--- src/rtl/mp3_pkg.sv ---
// Shared definitions for the VS10xx serial-bus scheduler.
//   - FSM state encoding
//   - SCI/SDI word widths
//   - SCI opcodes and register addresses, plus a helper that packs an SCI word
package mp3_pkg;

  localparam int unsigned CMD_BITS  = 32;
  localparam int unsigned DATA_BITS = 16;

  // Scheduler states
  typedef enum logic [1:0] {
    ST_IDLE       = 2'd0,
    ST_CMD_SHIFT  = 2'd1,
    ST_DATA_SHIFT = 2'd2,
    ST_GAP        = 2'd3
  } state_t;

  // SCI opcodes
  localparam logic [7:0] SCI_WRITE = 8'h02;
  localparam logic [7:0] SCI_READ  = 8'h03;

  // SCI register addresses
  localparam logic [7:0] SCI_MODE = 8'h00;
  localparam logic [7:0] SCI_VOL  = 8'h0B;

  // SCI control word layout, sent MSB first
  typedef struct packed {
    logic [7:0]  opcode;
    logic [7:0]  addr;
    logic [15:0] data;
  } sci_word_t;

  // Build a 32-bit SCI word from its fields
  function automatic logic [CMD_BITS-1:0] sci_pack(input logic [7:0]  opcode,
                                                   input logic [7:0]  addr,
                                                   input logic [15:0] data);
    sci_word_t w;
    w.opcode = opcode;
    w.addr   = addr;
    w.data   = data;
    return CMD_BITS'(w);
  endfunction

endpackage

--- src/rtl/sck_tick_gen.sv ---
// SCK half-period tick generator.
//   CLK    : system clock
//   rst    : synchronous active-high reset
//   en     : count enable; counter is held at 0 while low
//   clr    : synchronous clear of the counter
//   tick_c : combinational pulse on the last count of each DIV-cycle period
module sck_tick_gen #(
  parameter int unsigned DIV = 10
) (
  input  logic CLK,
  input  logic rst,
  input  logic en,
  input  logic clr,
  output logic tick_c
);

  localparam int unsigned CW = (DIV > 2) ? $clog2(DIV) : 1;
  localparam logic [CW-1:0] LAST = CW'(DIV - 1);

  logic [CW-1:0] cnt;

  assign tick_c = en && (cnt == LAST);

  // Free-running 0..DIV-1 counter while enabled
  always_ff @(posedge CLK) begin
    if (rst || clr || !en) begin
      cnt <= '0;
    end else if (cnt == LAST) begin
      cnt <= '0;
    end else begin
      cnt <= cnt + CW'(1);
    end
  end

endmodule

--- src/rtl/mp3_spi_sched.sv ---
// Scheduler sharing one VS10xx serial bus between the SCI command port
// (32-bit words, XCS) and the SDI data port (16-bit words, XDCS).
//   CLK, rst            : clock, synchronous active-high reset
//   i_DREQ              : chip ready; gates new grants only
//   cmd_valid/cmd_word  : SCI request;  cmd_ready pulses on accept
//   cmd_done            : pulse as XCS returns high after an SCI word
//   data_valid/data_word: SDI request;  data_ready pulses on accept
//   o_XCS, o_XDCS       : active-low chip selects
//   o_SCK, o_SI         : serial clock and MSB-first data
//   busy                : high from grant until the scheduler is idle again
module mp3_spi_sched
  import mp3_pkg::*;
#(
  parameter int unsigned SCK_DIV       = 10,
  parameter int unsigned GAP_TICKS     = 2,
  parameter int unsigned MAX_CMD_BURST = 4
) (
  input  logic                 CLK,
  input  logic                 rst,
  input  logic                 i_DREQ,
  input  logic                 cmd_valid,
  input  logic [CMD_BITS-1:0]  cmd_word,
  output logic                 cmd_ready,
  output logic                 cmd_done,
  input  logic                 data_valid,
  input  logic [DATA_BITS-1:0] data_word,
  output logic                 data_ready,
  output logic                 o_XCS,
  output logic                 o_XDCS,
  output logic                 o_SCK,
  output logic                 o_SI,
  output logic                 busy
);

  localparam int unsigned SHIFT_W = $clog2(2 * CMD_BITS + 1);
  localparam int unsigned GAP_W   = $clog2(GAP_TICKS + 1);
  localparam int unsigned TCW     = (GAP_W > SHIFT_W) ? GAP_W : SHIFT_W;
  localparam int unsigned BW      = (MAX_CMD_BURST > 1) ? $clog2(MAX_CMD_BURST + 1) : 1;
  localparam int unsigned PAD_W   = CMD_BITS - DATA_BITS;

  localparam logic [TCW-1:0] CMD_LAST  = TCW'(2 * CMD_BITS - 1);
  localparam logic [TCW-1:0] DATA_LAST = TCW'(2 * DATA_BITS - 1);
  localparam logic [TCW-1:0] GAP_LAST  = TCW'(GAP_TICKS - 1);
  localparam logic [BW-1:0]  BURST_MAX = BW'(MAX_CMD_BURST);

  state_t              state, state_d;
  logic [CMD_BITS-1:0] sr, sr_d;
  logic [TCW-1:0]      tcnt, tcnt_d;
  logic [BW-1:0]       burst, burst_d;
  logic                xcs_d, xdcs_d, sck_d, si_d;
  logic                cmd_ready_d, data_ready_d, cmd_done_d, busy_d;
  logic                grant_cmd_c, grant_data_c;
  logic                tick_c;
  logic                burst_sat_c;
  logic [TCW-1:0]      shift_last_c;

  // SCK half-period timebase, running only while a word or gap is in progress
  sck_tick_gen #(
    .DIV (SCK_DIV)
  ) u_tick (
    .CLK    (CLK),
    .rst    (rst),
    .en     (state != ST_IDLE),
    .clr    (grant_cmd_c || grant_data_c),
    .tick_c (tick_c)
  );

  assign burst_sat_c  = (burst == BURST_MAX);
  assign shift_last_c = (state == ST_CMD_SHIFT) ? CMD_LAST : DATA_LAST;

  // Arbitration: commands first, but yield to pending data after a full burst
  always_comb begin
    grant_cmd_c  = 1'b0;
    grant_data_c = 1'b0;
    if (state == ST_IDLE && i_DREQ) begin
      if (cmd_valid && !(data_valid && burst_sat_c)) begin
        grant_cmd_c = 1'b1;
      end else if (data_valid) begin
        grant_data_c = 1'b1;
      end
    end
  end

  // Next-state and next-output logic
  always_comb begin
    state_d      = state;
    sr_d         = sr;
    tcnt_d       = tcnt;
    burst_d      = burst;
    xcs_d        = o_XCS;
    xdcs_d       = o_XDCS;
    sck_d        = o_SCK;
    si_d         = o_SI;
    cmd_ready_d  = 1'b0;
    data_ready_d = 1'b0;
    cmd_done_d   = 1'b0;
    // busy stays up through the first IDLE cycle after a word
    busy_d       = (state != ST_IDLE);

    case (state)
      ST_IDLE: begin
        if (grant_cmd_c) begin
          state_d     = ST_CMD_SHIFT;
          sr_d        = cmd_word;
          si_d        = cmd_word[CMD_BITS-1];
          xcs_d       = 1'b0;
          sck_d       = 1'b0;
          tcnt_d      = '0;
          cmd_ready_d = 1'b1;
          busy_d      = 1'b1;
          if (data_valid) begin
            burst_d = burst_sat_c ? burst : burst + BW'(1);
          end else begin
            burst_d = '0;
          end
        end else if (grant_data_c) begin
          state_d      = ST_DATA_SHIFT;
          sr_d         = {data_word, {PAD_W{1'b0}}};
          si_d         = data_word[DATA_BITS-1];
          xdcs_d       = 1'b0;
          sck_d        = 1'b0;
          tcnt_d       = '0;
          data_ready_d = 1'b1;
          busy_d       = 1'b1;
          burst_d      = '0;
        end
      end

      ST_CMD_SHIFT, ST_DATA_SHIFT: begin
        if (tick_c) begin
          if (!o_SCK) begin
            // odd tick: rising edge, chip samples o_SI
            sck_d  = 1'b1;
            tcnt_d = tcnt + TCW'(1);
          end else if (tcnt == shift_last_c) begin
            // final tick: close the word
            sck_d      = 1'b0;
            xcs_d      = 1'b1;
            xdcs_d     = 1'b1;
            cmd_done_d = (state == ST_CMD_SHIFT);
            tcnt_d     = '0;
            state_d    = (GAP_TICKS == 0) ? ST_IDLE : ST_GAP;
          end else begin
            // even tick: falling edge, present the next bit
            sck_d  = 1'b0;
            sr_d   = sr << 1;
            si_d   = sr[CMD_BITS-2];
            tcnt_d = tcnt + TCW'(1);
          end
        end
      end

      ST_GAP: begin
        if (tick_c) begin
          if (tcnt == GAP_LAST) begin
            tcnt_d  = '0;
            state_d = ST_IDLE;
          end else begin
            tcnt_d = tcnt + TCW'(1);
          end
        end
      end

      default: begin
        state_d = ST_IDLE;
      end
    endcase
  end

  // State and registered outputs
  always_ff @(posedge CLK) begin
    if (rst) begin
      state      <= ST_IDLE;
      sr         <= '0;
      tcnt       <= '0;
      burst      <= '0;
      o_XCS      <= 1'b1;
      o_XDCS     <= 1'b1;
      o_SCK      <= 1'b0;
      o_SI       <= 1'b0;
      cmd_ready  <= 1'b0;
      data_ready <= 1'b0;
      cmd_done   <= 1'b0;
      busy       <= 1'b0;
    end else begin
      state      <= state_d;
      sr         <= sr_d;
      tcnt       <= tcnt_d;
      burst      <= burst_d;
      o_XCS      <= xcs_d;
      o_XDCS     <= xdcs_d;
      o_SCK      <= sck_d;
      o_SI       <= si_d;
      cmd_ready  <= cmd_ready_d;
      data_ready <= data_ready_d;
      cmd_done   <= cmd_done_d;
      busy       <= busy_d;
    end
  end

endmodule

--- config.mk ---
export PLATFORM = sky130hd
export DESIGN_NAME = mp3_spi_sched
export DESIGN_NICKNAME = d
export VERILOG_FILES = /design/src/rtl/mp3_pkg.sv /design/src/rtl/sck_tick_gen.sv /design/src/rtl/mp3_spi_sched.sv
export SDC_FILE = /design/constraint.sdc
export NUM_CORES = 1
export LEC_CHECK = 0
export BUFFER_PORTS_ARGS = -buffer_cell sky130_fd_sc_hd__buf_2
export CAP_MARGIN = 10
export CORE_MARGIN = 1
export CORE_UTILIZATION = 56
export CTS_CLUSTER_SIZE = 20
export DETAILED_ROUTE_END_ITERATION = 7
export PLACE_DENSITY = 0.8
export RECOVER_POWER = 25
export SLEW_MARGIN = 10
export SYNTH_ARGS = -nofsm -noshare
export SYNTH_HDL_FRONTEND = slang
export SYNTH_SLANG_ARGS = --single-unit
--- constraint.sdc ---
create_clock -name CLK -period 2.3 [get_ports CLK]
set_input_delay 0.23 -clock CLK [delete_from_list [all_inputs] [get_ports CLK]]
set_output_delay 0.23 -clock CLK [all_outputs]
set_load 0.03 [all_outputs]
==> impl_metrics.env <==
export IMPL_status="finished, final reports clean"
export IMPL_die_width_um=77.9
export IMPL_tritoncts_num_buffers=5
export IMPL_synth_top_flop_cell="dfxtp_1"
export IMPL_floorplan_core_area_um2=5540
export IMPL_synth_seq_cells=55
export IMPL_worstPathRequired_ns=2.53
export IMPL_timing_hold_worst_class="primary input to flop"
export IMPL_r2r_start="tcnt[0]$_SDFFE_PP0P_"
export IMPL_cts_clk_slew_worst_paths_ns=0.09
export IMPL_netlist_area_um2=3220
export IMPL_setup_cp_type="flop to flop"
export IMPL_setup_total_negative_slack_ns=0
export IMPL_detail_route_met2_wl_um=3190
export IMPL_initial_core_util=0.582
export IMPL_gr_util_all_layers=0.236
export IMPL_drt_wirelength_per_cell_um=13.1
export IMPL_crit_path_cell_trace="ha_1, nand4_2, o311a_1, a21oi_4, buf_12, buf_12, mux2i_1"
export IMPL_slew_headroom=0.585
export IMPL_p_per_area_nw_per_um2=893
export IMPL_grt_pass1_wl_um=11700
export IMPL_final_util=0.665
export IMPL_hold_buffers=0
export IMPL_grt_antenna_before_repair=0
export IMPL_synth_nets=449
export IMPL_r2r_worst_path_cells=7
export IMPL_slowest_stage_cell_crit_path="dfxtp_1"
export IMPL_clock_sink_count=55
export IMPL_diodes=0
export IMPL_layout_nets=493
export IMPL_report_final_setup_viol=0
export IMPL_routed_wl_um=6610
export IMPL_grt_setup_unrepaired="no"
export IMPL_synth_edf_count=0
export IMPL_vias_per_cell=5.74
export IMPL_clk_latency_ns=0.30
export IMPL_post_cts_repair_setup_buffers=0
export IMPL_finalWeightedCongestion=0.879
export IMPL_fmax_mhz=467
export IMPL_part_of_the_yosys_area_used_for_sequential_elements=0.342
export IMPL_crit_reg_reg_endpoint="sr[27]$_SDFFE_PP0P_"
export IMPL_detail_route_antenna_nets=0
export IMPL_post_route_drc_count=0
export IMPL_detailedRoute_firstPassIterationCount=4
export IMPL_max_cap_violations=0
export IMPL_syn_mean_instance_area_um2=8.33
export IMPL_layout_area_overhead_vs_synth_pct=14.3
export IMPL_cts_buffer_depth=2
export IMPL_cp_endpoint="sr[27]$_SDFFE_PP0P_"
export IMPL_fillCellCount=496
export IMPL_grt_max_degree=49
export IMPL_cp_max_fo=17
export IMPL_clock_skew_ns=0.00509
export IMPL_synth_warnings=0
export IMPL_total_number_of_vias=2889
export IMPL_number_of_global_route_vias_before_repair=2735
export IMPL_timing_hold_violations_final=0
export IMPL_hpwl_um=4630
export IMPL_r2r_slack_ns=0.16
export IMPL_critPathMostFrequentCell="buf_12"
export IMPL_grt_remaining_overflow=0
export IMPL_num_io_pins=61
export IMPL_rows=27
export IMPL_worst_vdd_ir_mv=0.453
export IMPL_worst_setup_path_start_kind="flop"
export IMPL_final_common_cell="dfxtp_1"
export IMPL_final_layout_size_suffix_gt1_frac=0.176
export IMPL_critical_path_startpoint="tcnt[0]$_SDFFE_PP0P_"
export IMPL_netlist_instances=387
export IMPL_timing_final_crit_period_ns=2.14
export IMPL_numPortBuffers=60
export IMPL_synth_cell_type_count=49
export IMPL_worst_pin_slew_ns=0.623
export IMPL_layout_cells_most_common_list="55 x dfxtp_1, 52 x buf_2, 41 x nand2_1, 27 x a21oi_1"
export IMPL_clk_root_buffer_cell="clkbuf_8"
export IMPL_cts_resized_gates=0
export IMPL_drt_iter0_markers=114
export IMPL_die_h_um=77.9
export IMPL_dieArea_um2=6060
export IMPL_static_leakage_uw=0.00156
export IMPL_worstPathArrival_ns=2.37
export IMPL_post_route_period_util=0.931
export IMPL_cts_max_level=2
export IMPL_tritoncts="built"
export IMPL_synthArstFlopShare=0
export IMPL_routed_wl_met3_um=268
export IMPL_timing_critical_path_to_type="flop"
export IMPL_wirelength_met1_um=3090
export IMPL_finalMaxSlewViolations=0
export IMPL_highest_signal_layer="met4"
export IMPL_cp_slowest_stage_delay_ns=0.42
## through the flow
step	total power [µW]	area [µm²]	hold WS, ns	cells	worst slack, ns
2_1_floorplan	2330	3220	0.433	387	0.294
5_1_grt	3520	3680	0.291	503	0.0207
6_report	3290	3680	0.272	503	0.159
3_3_place_gp	2680	3590	0.440	496	0.255
3_5_place_dp	2710	3590	0.453	496	0.181
4_1_cts	3320	3690	0.272	503	0.161
## critical path: cells and delay by family, from the launching register on
| kind | cells | cell delay [ns] |
|---|---|---|
| AOI/OAI and AO/OA | 2 | 0.59 |
| DFF | 1 | 0.42 |
| buffers and inverters | 2 | 0.35 |
| adders and majority gates | 1 | 0.28 |
| and+or+nand+nor | 1 | 0.20 |
| muxes | 1 | 0.20 |
## kinds of logic (layout without fill, tap and decap cells)
family                     Yosys count  count (layout)  share of synthesized area
DFF                                 55              55                      0.342
and+or+nand+nor                    144             144                      0.236
AOI/OAI and AO/OA                   94              94                      0.206
buffers and inverters               49              93                     0.0649
muxes                               33              33                      0.108
xor gates and xnor gates             3               3                    0.00816
adders and majority gates            9               9                     0.0350
## layout make-up
type / instances / area, µm² / share of cell area
clock buffer: 6 / 72.6 / 0.0197
clock inverter: 1 / 30.0 / 0.00815
inverter: 16 / 60.1 / 0.0163
multi-input combinational: 283 / 1910 / 0.520
sequential: 55 / 1100 / 0.299
tap: 72 / 90.1 / 0.0245
timing repair buffer: 70 / 415 / 0.113
## where the power goes
group          internal (µW)  switching, µW  total [µW]
clock                    319            292         611
sequential              1100           77.1        1180
combinational            611            890        1500
total                   2030           1260        3290
## sequential cells by signal, indices dropped and copies added, names as in the netlist
register / cells
state: 2
o_XDCS: 1
sr: 31
busy: 1
cmd_ready: 1
o_XCS: 1
burst: 3
o_SI: 1
o_SCK: 1
cmd_done: 1
u_tick.cnt: 4
tcnt: 7
data_ready: 1
## worst min path at each step
stage,start,end,slack (ns),depth (start not counted)
detailed placement,sr[28]$_SDFFE_PP0P_,sr[28]$_SDFFE_PP0P_,0.45,2
global route,cmd_word[0],sr[0]$_SDFFE_PP0P_,0.29,4
floorplan,sr[16]$_SDFFE_PP0P_,sr[16]$_SDFFE_PP0P_,0.43,2
CTS,cmd_word[0],sr[0]$_SDFFE_PP0P_,0.27,4
finish,cmd_word[0],sr[0]$_SDFFE_PP0P_,0.27,4
global placement,sr[29]$_SDFFE_PP0P_,sr[29]$_SDFFE_PP0P_,0.44,2
## per-layer routing
metal  track usage  up-vias
li1              -     1480
met4        0.0679        0
met3        0.0471        6
met5             0        -
met1         0.282     1338
met2         0.422       65
## synth_stat cells (4+ instances only)
master	count	share of area
dfxtp_1	55	0.34
nand2_1	41	0.048
a21oi_1	27	0.042
clkbuf_1	23	0.027
mux2i_1	18	0.056
nand2b_1	18	0.035
and3_1	17	0.033
a21boi_0	16	0.037
inv_1	15	0.017
nand4_1	15	0.029
nor2b_1	15	0.029
o311ai_0	15	0.041
mux2_1	13	0.045
nor2_1	13	0.015
nand3_1	12	0.019
ha_1	9	0.035
nor3_1	7	0.011
o211ai_1	7	0.016
buf_2	5	0.0078
o21ai_0	5	0.0078
a31oi_1	4	0.0078
Note: power is estimated with default switching activity, not from simulation.
